## config.mk

```make
export PLATFORM = sky130hd
export DESIGN_NAME = fetch_prefetch
export DESIGN_NICKNAME = d
export VERILOG_FILES = /design/src/rtl/fetch_pkg.sv /design/src/rtl/fetch_fifo.sv /design/src/rtl/fetch_prefetch.sv
export SDC_FILE = /design/constraint.sdc
export NUM_CORES = 1
export LEC_CHECK = 0
export BUFFER_PORTS_ARGS = -buffer_cell sky130_fd_sc_hd__buf_2
export CAP_MARGIN = 20
export CORE_MARGIN = 4
export CORE_UTILIZATION = 60
export DETAILED_ROUTE_END_ITERATION = 6
export PLACE_DENSITY = 0.79
export SYNTH_ARGS = -nofsm -noshare
export SYNTH_HDL_FRONTEND = slang
export SYNTH_SLANG_ARGS = --single-unit
```

## constraint.sdc

```tcl
create_clock -name clk -period 8.37 [get_ports clk]
set_clock_uncertainty 0.05 [all_clocks]
set_input_delay 0.837 -clock clk [delete_from_list [all_inputs] [get_ports clk]]
set_output_delay 0.837 -clock clk [all_outputs]
set_load 0.02 [all_outputs]
```

## src/rtl/fetch_pkg.sv

```systemverilog
// Shared definitions for the instruction prefetch unit: FSM encodings and
// the width of the entry/credit counter.
package fetch_pkg;

    localparam logic [1:0] ST_IDLE = 2'd0;
    localparam logic [1:0] ST_REQ  = 2'd1;
    localparam logic [1:0] ST_WAIT = 2'd2;
    localparam logic [1:0] ST_DROP = 2'd3;

    typedef enum logic [1:0] {
        IDLE = ST_IDLE,
        REQ  = ST_REQ,
        WAIT = ST_WAIT,
        DROP = ST_DROP
    } fetch_state_e;

    // One extra bit so a completely full queue (count == DEPTH) is representable.
    function automatic int cnt_width(input int depth);
        return $clog2(depth) + 1;
    endfunction

endpackage

```

## src/rtl/fetch_fifo.sv

```systemverilog
// Synchronous FIFO holding {instruction, address} entries; flush beats push/pop.
module fetch_fifo
    import fetch_pkg::*;
#(
    parameter int DEPTH = 4,
    parameter int WIDTH = 48,
    parameter int CW    = cnt_width(DEPTH)
) (
    input  logic             clk,
    input  logic             rst,
    input  logic             flush,
    input  logic             push,
    input  logic             pop,
    input  logic [WIDTH-1:0] wdata,
    output logic [WIDTH-1:0] rdata,
    output logic [CW-1:0]    count
);
    localparam int PW = $clog2(DEPTH);

    logic [WIDTH-1:0] mem_q [DEPTH];
    logic [PW-1:0]    rd_ptr_q, wr_ptr_q;
    logic [CW-1:0]    count_q;
    logic             do_push, do_pop;

    // Underflow/overflow guards; a push into a full queue is legal only alongside a pop.
    assign do_pop  = pop && (count_q != '0);
    assign do_push = push && ((count_q != CW'(DEPTH)) || do_pop);

    always_ff @(posedge clk or posedge rst) begin
        if (rst) begin
            rd_ptr_q <= '0;
            wr_ptr_q <= '0;
            count_q  <= '0;
        end else if (flush) begin
            rd_ptr_q <= '0;
            wr_ptr_q <= '0;
            count_q  <= '0;
        end else begin
            if (do_push) wr_ptr_q <= wr_ptr_q + PW'(1);
            if (do_pop)  rd_ptr_q <= rd_ptr_q + PW'(1);
            count_q <= count_q + CW'(do_push) - CW'(do_pop);
        end
    end

    always_ff @(posedge clk) begin
        if (do_push && !flush) mem_q[wr_ptr_q] <= wdata;
    end

    assign rdata = mem_q[rd_ptr_q];
    assign count = count_q;

endmodule

```

## src/rtl/fetch_prefetch.sv

```systemverilog
// Instruction prefetch unit: single outstanding memory request feeding a DEPTH-entry queue.
// Optional FETCH_BYPASS_EN presents a response straight to the core when the queue is empty.
module fetch_prefetch
    import fetch_pkg::*;
#(
    parameter int              ADDR_W   = 16,
    parameter int              INSTR_W  = 32,
    parameter int              DEPTH    = 4,
    parameter logic [ADDR_W-1:0] RESET_PC = '0
) (
    input  logic               clk,
    input  logic               rst,
    input  logic               redirect,
    input  logic [ADDR_W-1:0]  redirect_pc,
    output logic               mem_req,
    output logic [ADDR_W-1:0]  mem_addr,
    input  logic               mem_ack,
    input  logic               mem_valid,
    input  logic [INSTR_W-1:0] mem_data,
    output logic               instr_valid,
    output logic [INSTR_W-1:0] instr_data,
    output logic [ADDR_W-1:0]  instr_pc,
    input  logic               instr_take,
    output logic               fetch_empty
);
    localparam int CW = cnt_width(DEPTH);
    localparam int EW = INSTR_W + ADDR_W;

    fetch_state_e      state_q, state_d;
    logic [ADDR_W-1:0] fetch_ptr_q, fetch_ptr_d;
    logic [ADDR_W-1:0] req_addr_q, req_addr_d;
    logic [CW-1:0]     count, count_nxt;
    logic [EW-1:0]     head;
    logic              head_valid, accept, bypass_hit, fifo_push, fifo_pop;

    fetch_fifo #(.DEPTH(DEPTH), .WIDTH(EW), .CW(CW)) u_fifo (
        .clk   (clk),
        .rst   (rst),
        .flush (redirect),
        .push  (fifo_push),
        .pop   (fifo_pop),
        .wdata ({mem_data, req_addr_q}),
        .rdata (head),
        .count (count)
    );

    assign head_valid = (count != '0);
    assign accept     = (state_q == WAIT) && mem_valid && !redirect;

`ifdef FETCH_BYPASS_EN
    assign bypass_hit = accept && !head_valid;
`else
    assign bypass_hit = 1'b0;
`endif

    // A bypassed response taken in the same cycle never occupies a queue slot.
    assign fifo_push = accept && !(bypass_hit && instr_take);
    assign fifo_pop  = head_valid && instr_take && !redirect;
    assign count_nxt = count + CW'(fifo_push) - CW'(fifo_pop);

    assign instr_valid = head_valid || bypass_hit;
    assign instr_data  = bypass_hit ? mem_data   : (head_valid ? head[EW-1:ADDR_W] : '0);
    assign instr_pc    = bypass_hit ? req_addr_q : (head_valid ? head[ADDR_W-1:0]  : '0);
    assign fetch_empty = !head_valid;

    always_ff @(posedge clk or posedge rst) begin
        if (rst) begin
            state_q     <= IDLE;
            fetch_ptr_q <= RESET_PC;
            req_addr_q  <= '0;
        end else begin
            state_q     <= state_d;
            fetch_ptr_q <= fetch_ptr_d;
            req_addr_q  <= req_addr_d;
        end
    end

    always_comb begin
        state_d     = state_q;
        fetch_ptr_d = fetch_ptr_q;
        req_addr_d  = req_addr_q;
        mem_req     = 1'b0;
        mem_addr    = '0;
        case (state_q)
            IDLE: begin
                if (redirect) begin
                    fetch_ptr_d = redirect_pc;
                    state_d     = REQ;
                end else if (count < CW'(DEPTH)) begin
                    state_d = REQ;
                end
            end
            REQ: begin
                mem_req  = 1'b1;
                mem_addr = fetch_ptr_q;
                if (mem_ack) begin
                    req_addr_d = fetch_ptr_q;
                    if (redirect) begin
                        fetch_ptr_d = redirect_pc;
                        state_d     = DROP;
                    end else begin
                        fetch_ptr_d = fetch_ptr_q + ADDR_W'(1);
                        state_d     = WAIT;
                    end
                end else if (redirect) begin
                    fetch_ptr_d = redirect_pc;
                end
            end
            WAIT: begin
                if (redirect) begin
                    fetch_ptr_d = redirect_pc;
                    state_d     = mem_valid ? REQ : DROP;
                end else if (mem_valid) begin
                    state_d = (count_nxt < CW'(DEPTH)) ? REQ : IDLE;
                end
            end
            DROP: begin
                if (redirect) fetch_ptr_d = redirect_pc;
                if (mem_valid) state_d = REQ;
            end
            default: state_d = IDLE;
        endcase
    end

endmodule

```

==> flow_summary_export.csv <==
group,metric,value,unit
floorplanning,fp.dieW,134.1,microns
floorplanning,die_area,0.01797,sq mm
place,pre_cts_ws,5.051,ns
timing,max_freq,0.2904,GHz
finish,drive_gt1_frac,0.3472,
worst_setup_path,start_kind,"flop",
worst_setup_path,critPathKind,"reg2out",
route,drc,0,
route,drtIter0Drc,307,
timing,rsz0062_at_grt,"no",
clock_network,cts.repair.resized,0,
clock_network,tritoncts,"built",
clock_network,holdBufCountCts,0,
worst_setup_path,worstPathCellList,"mux4_2 -> nor2b_1 -> buf_2",
clock_network,cts_root_buf,"clkbuf_16",
timing,final_max_slew_viol_count,0,
synthesis,async_flop_share,0.1760,
worst_setup_path,cp.arrival,2.56,ns
run,maxCapViolations,0,
floorplanning,io_pins,121,
worst_setup_path,crit_fanout,50,
synthesis,synth.distinct_cells,42,
timing,fin_ws,4.926,ns
place,io_buffers,120,
finish,mostFrequentLayoutCells,"edfxtp_1 (192), buf_2 (120), mux4_2 (48)",
finish,num_antenna_cells,0,
worst_setup_path,worstPathRequired,7.48,ns
global_route,antenna_found_initial,1,
clock_network,cts_num_sinks,233,
global_route,grt_pass1_wl,28.52,mm
clock_network,insertion_delay,0.49,ns
finish,fin_nets,730,
power,p_per_area,284.2,mW/mm^2
timing,period_needed,3.444,ns
power,peakVddDrop,0.1572,mV
worst_setup_path,crit_path_top_delay_cell,"dfrtp_4",
timing,min_period_over_period,0.4115,
global_route,grt_pass1_vias,5313,
synthesis,syn_area_per_cell,17.85,sq um
synthesis,synth_ff_type,"edfxtp_1",
worst_setup_path,critPathCaptureType,"output pin",
route,dr.pass1.iters,4,
clock_network,cts_buffers,23,
floorplanning,dieHeight,134.1,microns
global_route,grt_use_total,0.2028,
route,vias,5007,
place,place.gp.congestion,0.8477,
finish,mostFrequentLayoutCell,"edfxtp_1",
route,via_per_inst,5.658,
place,place_hpwl,10.87,mm
synthesis,synth_seq_cells,233,
timing,relSlewSlack,0.3376,
synthesis,syn_inst,534,
route,drtAntennaViolNets,0,
synthesis,seq_area_frac_synth,0.7123,
synthesis,syn_nets,603,
worst_hold_path,hp-class,"in2async",
floorplanning,core_area,0.01537,sq mm
timing,hold_viol,0,
global_route,grt_overflow,0,
worst_setup_path,cpPeakStageDelay,1.07,ns
finish,syn2layout_area_growth,15.30,%
synthesis,synth_warnings,0,
finish,finalNonFillerCells,885,
place,dp_cells,847,
clock_network,cts_setup_buffers,0,
global_route,grt_max_degree,51,
floorplanning,start_util,0.6203,
synthesis,synth.cell_area,0.009534,sq mm
route,drt_wl_total,17.68,mm
route,wire_per_inst,19.98,microns
power,finalPower,0.003124,W
clock_network,cts_max_level,1,
synthesis,synth-edff-count,192,
timing,worstMarginPinSlew,0.9936,ns
clock_network,clk_pin_slew,0.06,ns
clock_network,cts_max_path_buffers,3,
power,p_leak,4.067,nW
timing,setup_viol,0,
floorplanning,rows,45,
status,status,"complete, no violations",
timing,fin_tns_setup,0,ns
layout make-up:
cell class	instances	area, sq um
clock buffer	31	605.6
clock inverter	7	32.53
fill	942	4378
inverter	18	67.56
multi-input combinational	258	2574
sequential	233	6797
tap	211	264.0
timing repair buffer	127	653.1
through the flow:
step,hold slack (ns),util,cell area (sq um)
floorplan,0.4209,-,9534
global placement,0.4390,0.6737,10350
detailed placement,0.4623,0.6737,10350
CTS,0.4182,0.7152,10990
global route,0.4693,0.7152,10990
finish,0.4163,0.7152,10990
sequential cells by signal, summed over array words and instances, names as in the netlist:
register         count
u_fifo.rd_ptr_q      2
u_fifo.count         3
state_q              2
fetch_ptr_q         16
u_fifo.wr_ptr_q      2
req_addr_q          16
u_fifo.mem_q       192
power by group:
part	leakage, nW	switching [W]	internal (W)
sequential	2.24	0.000134	0.00137
clock	0.316	0.000384	0.000503
combinational	1.51	0.000395	0.000336
total	4.07	0.000913	0.00221
cell families after synthesis:
family | synth area share
mux | 0.1310
simple gates | 0.08268
compound gates | 0.01785
fa+ha+maj | 0.02047
flops | 0.7123
xor+xnor | 0.01745
buf+inv | 0.01824
final timing paths:
kind,start,endpoint,slack (ns),depth (start not counted)
max reg2reg,state_q[0],u_fifo.mem_q[3][24],5.64,6
min,rst,state_q[0],0.42,3
max in group asynchronous,rst,u_fifo.rd_ptr_q[0],7.46,3
min reg2reg,req_addr_q[6],u_fifo.mem_q[3][6],0.47,0
max,u_fifo.rd_ptr_q[0],instr_pc[12],4.93,3
min in group clk,req_addr_q[6],u_fifo.mem_q[3][6],0.47,0
cells in the mapped netlist (12+ instances only):
cell | count | area [sq um]
edfxtp_1 | 192 | 5766
mux4_2 | 48 | 1081
dfrtp_1 | 41 | 1026
nor2b_1 | 37 | 231.5
nand2_1 | 29 | 108.9
and2_1 | 19 | 118.9
inv_1 | 18 | 67.56
o21ai_0 | 17 | 85.08
ha_1 | 14 | 175.2
mux2_2 | 14 | 157.7
and2b_1 | 12 | 90.09
clkbuf_1 | 12 | 45.04
critical path: cells and delay by family (launching register included):
kind / cells / cell delay (ns)
flops: 1 / 1.07
mux: 1 / 0.64
simple gates: 1 / 0.15
buf+inv: 1 / 0.18
layer usage:
layer / global-route usage / vias to the layer above / share of wire
met5: 0 / - / 0.00074
met4: 0.05034 / 2 / 0.017
met2: 0.3481 / 175 / 0.51
li1: - / 2265 / -
met3: 0.04126 / 30 / 0.067
met1: 0.2716 / 2535 / 0.40
Power figures use the tool's default switching activity.
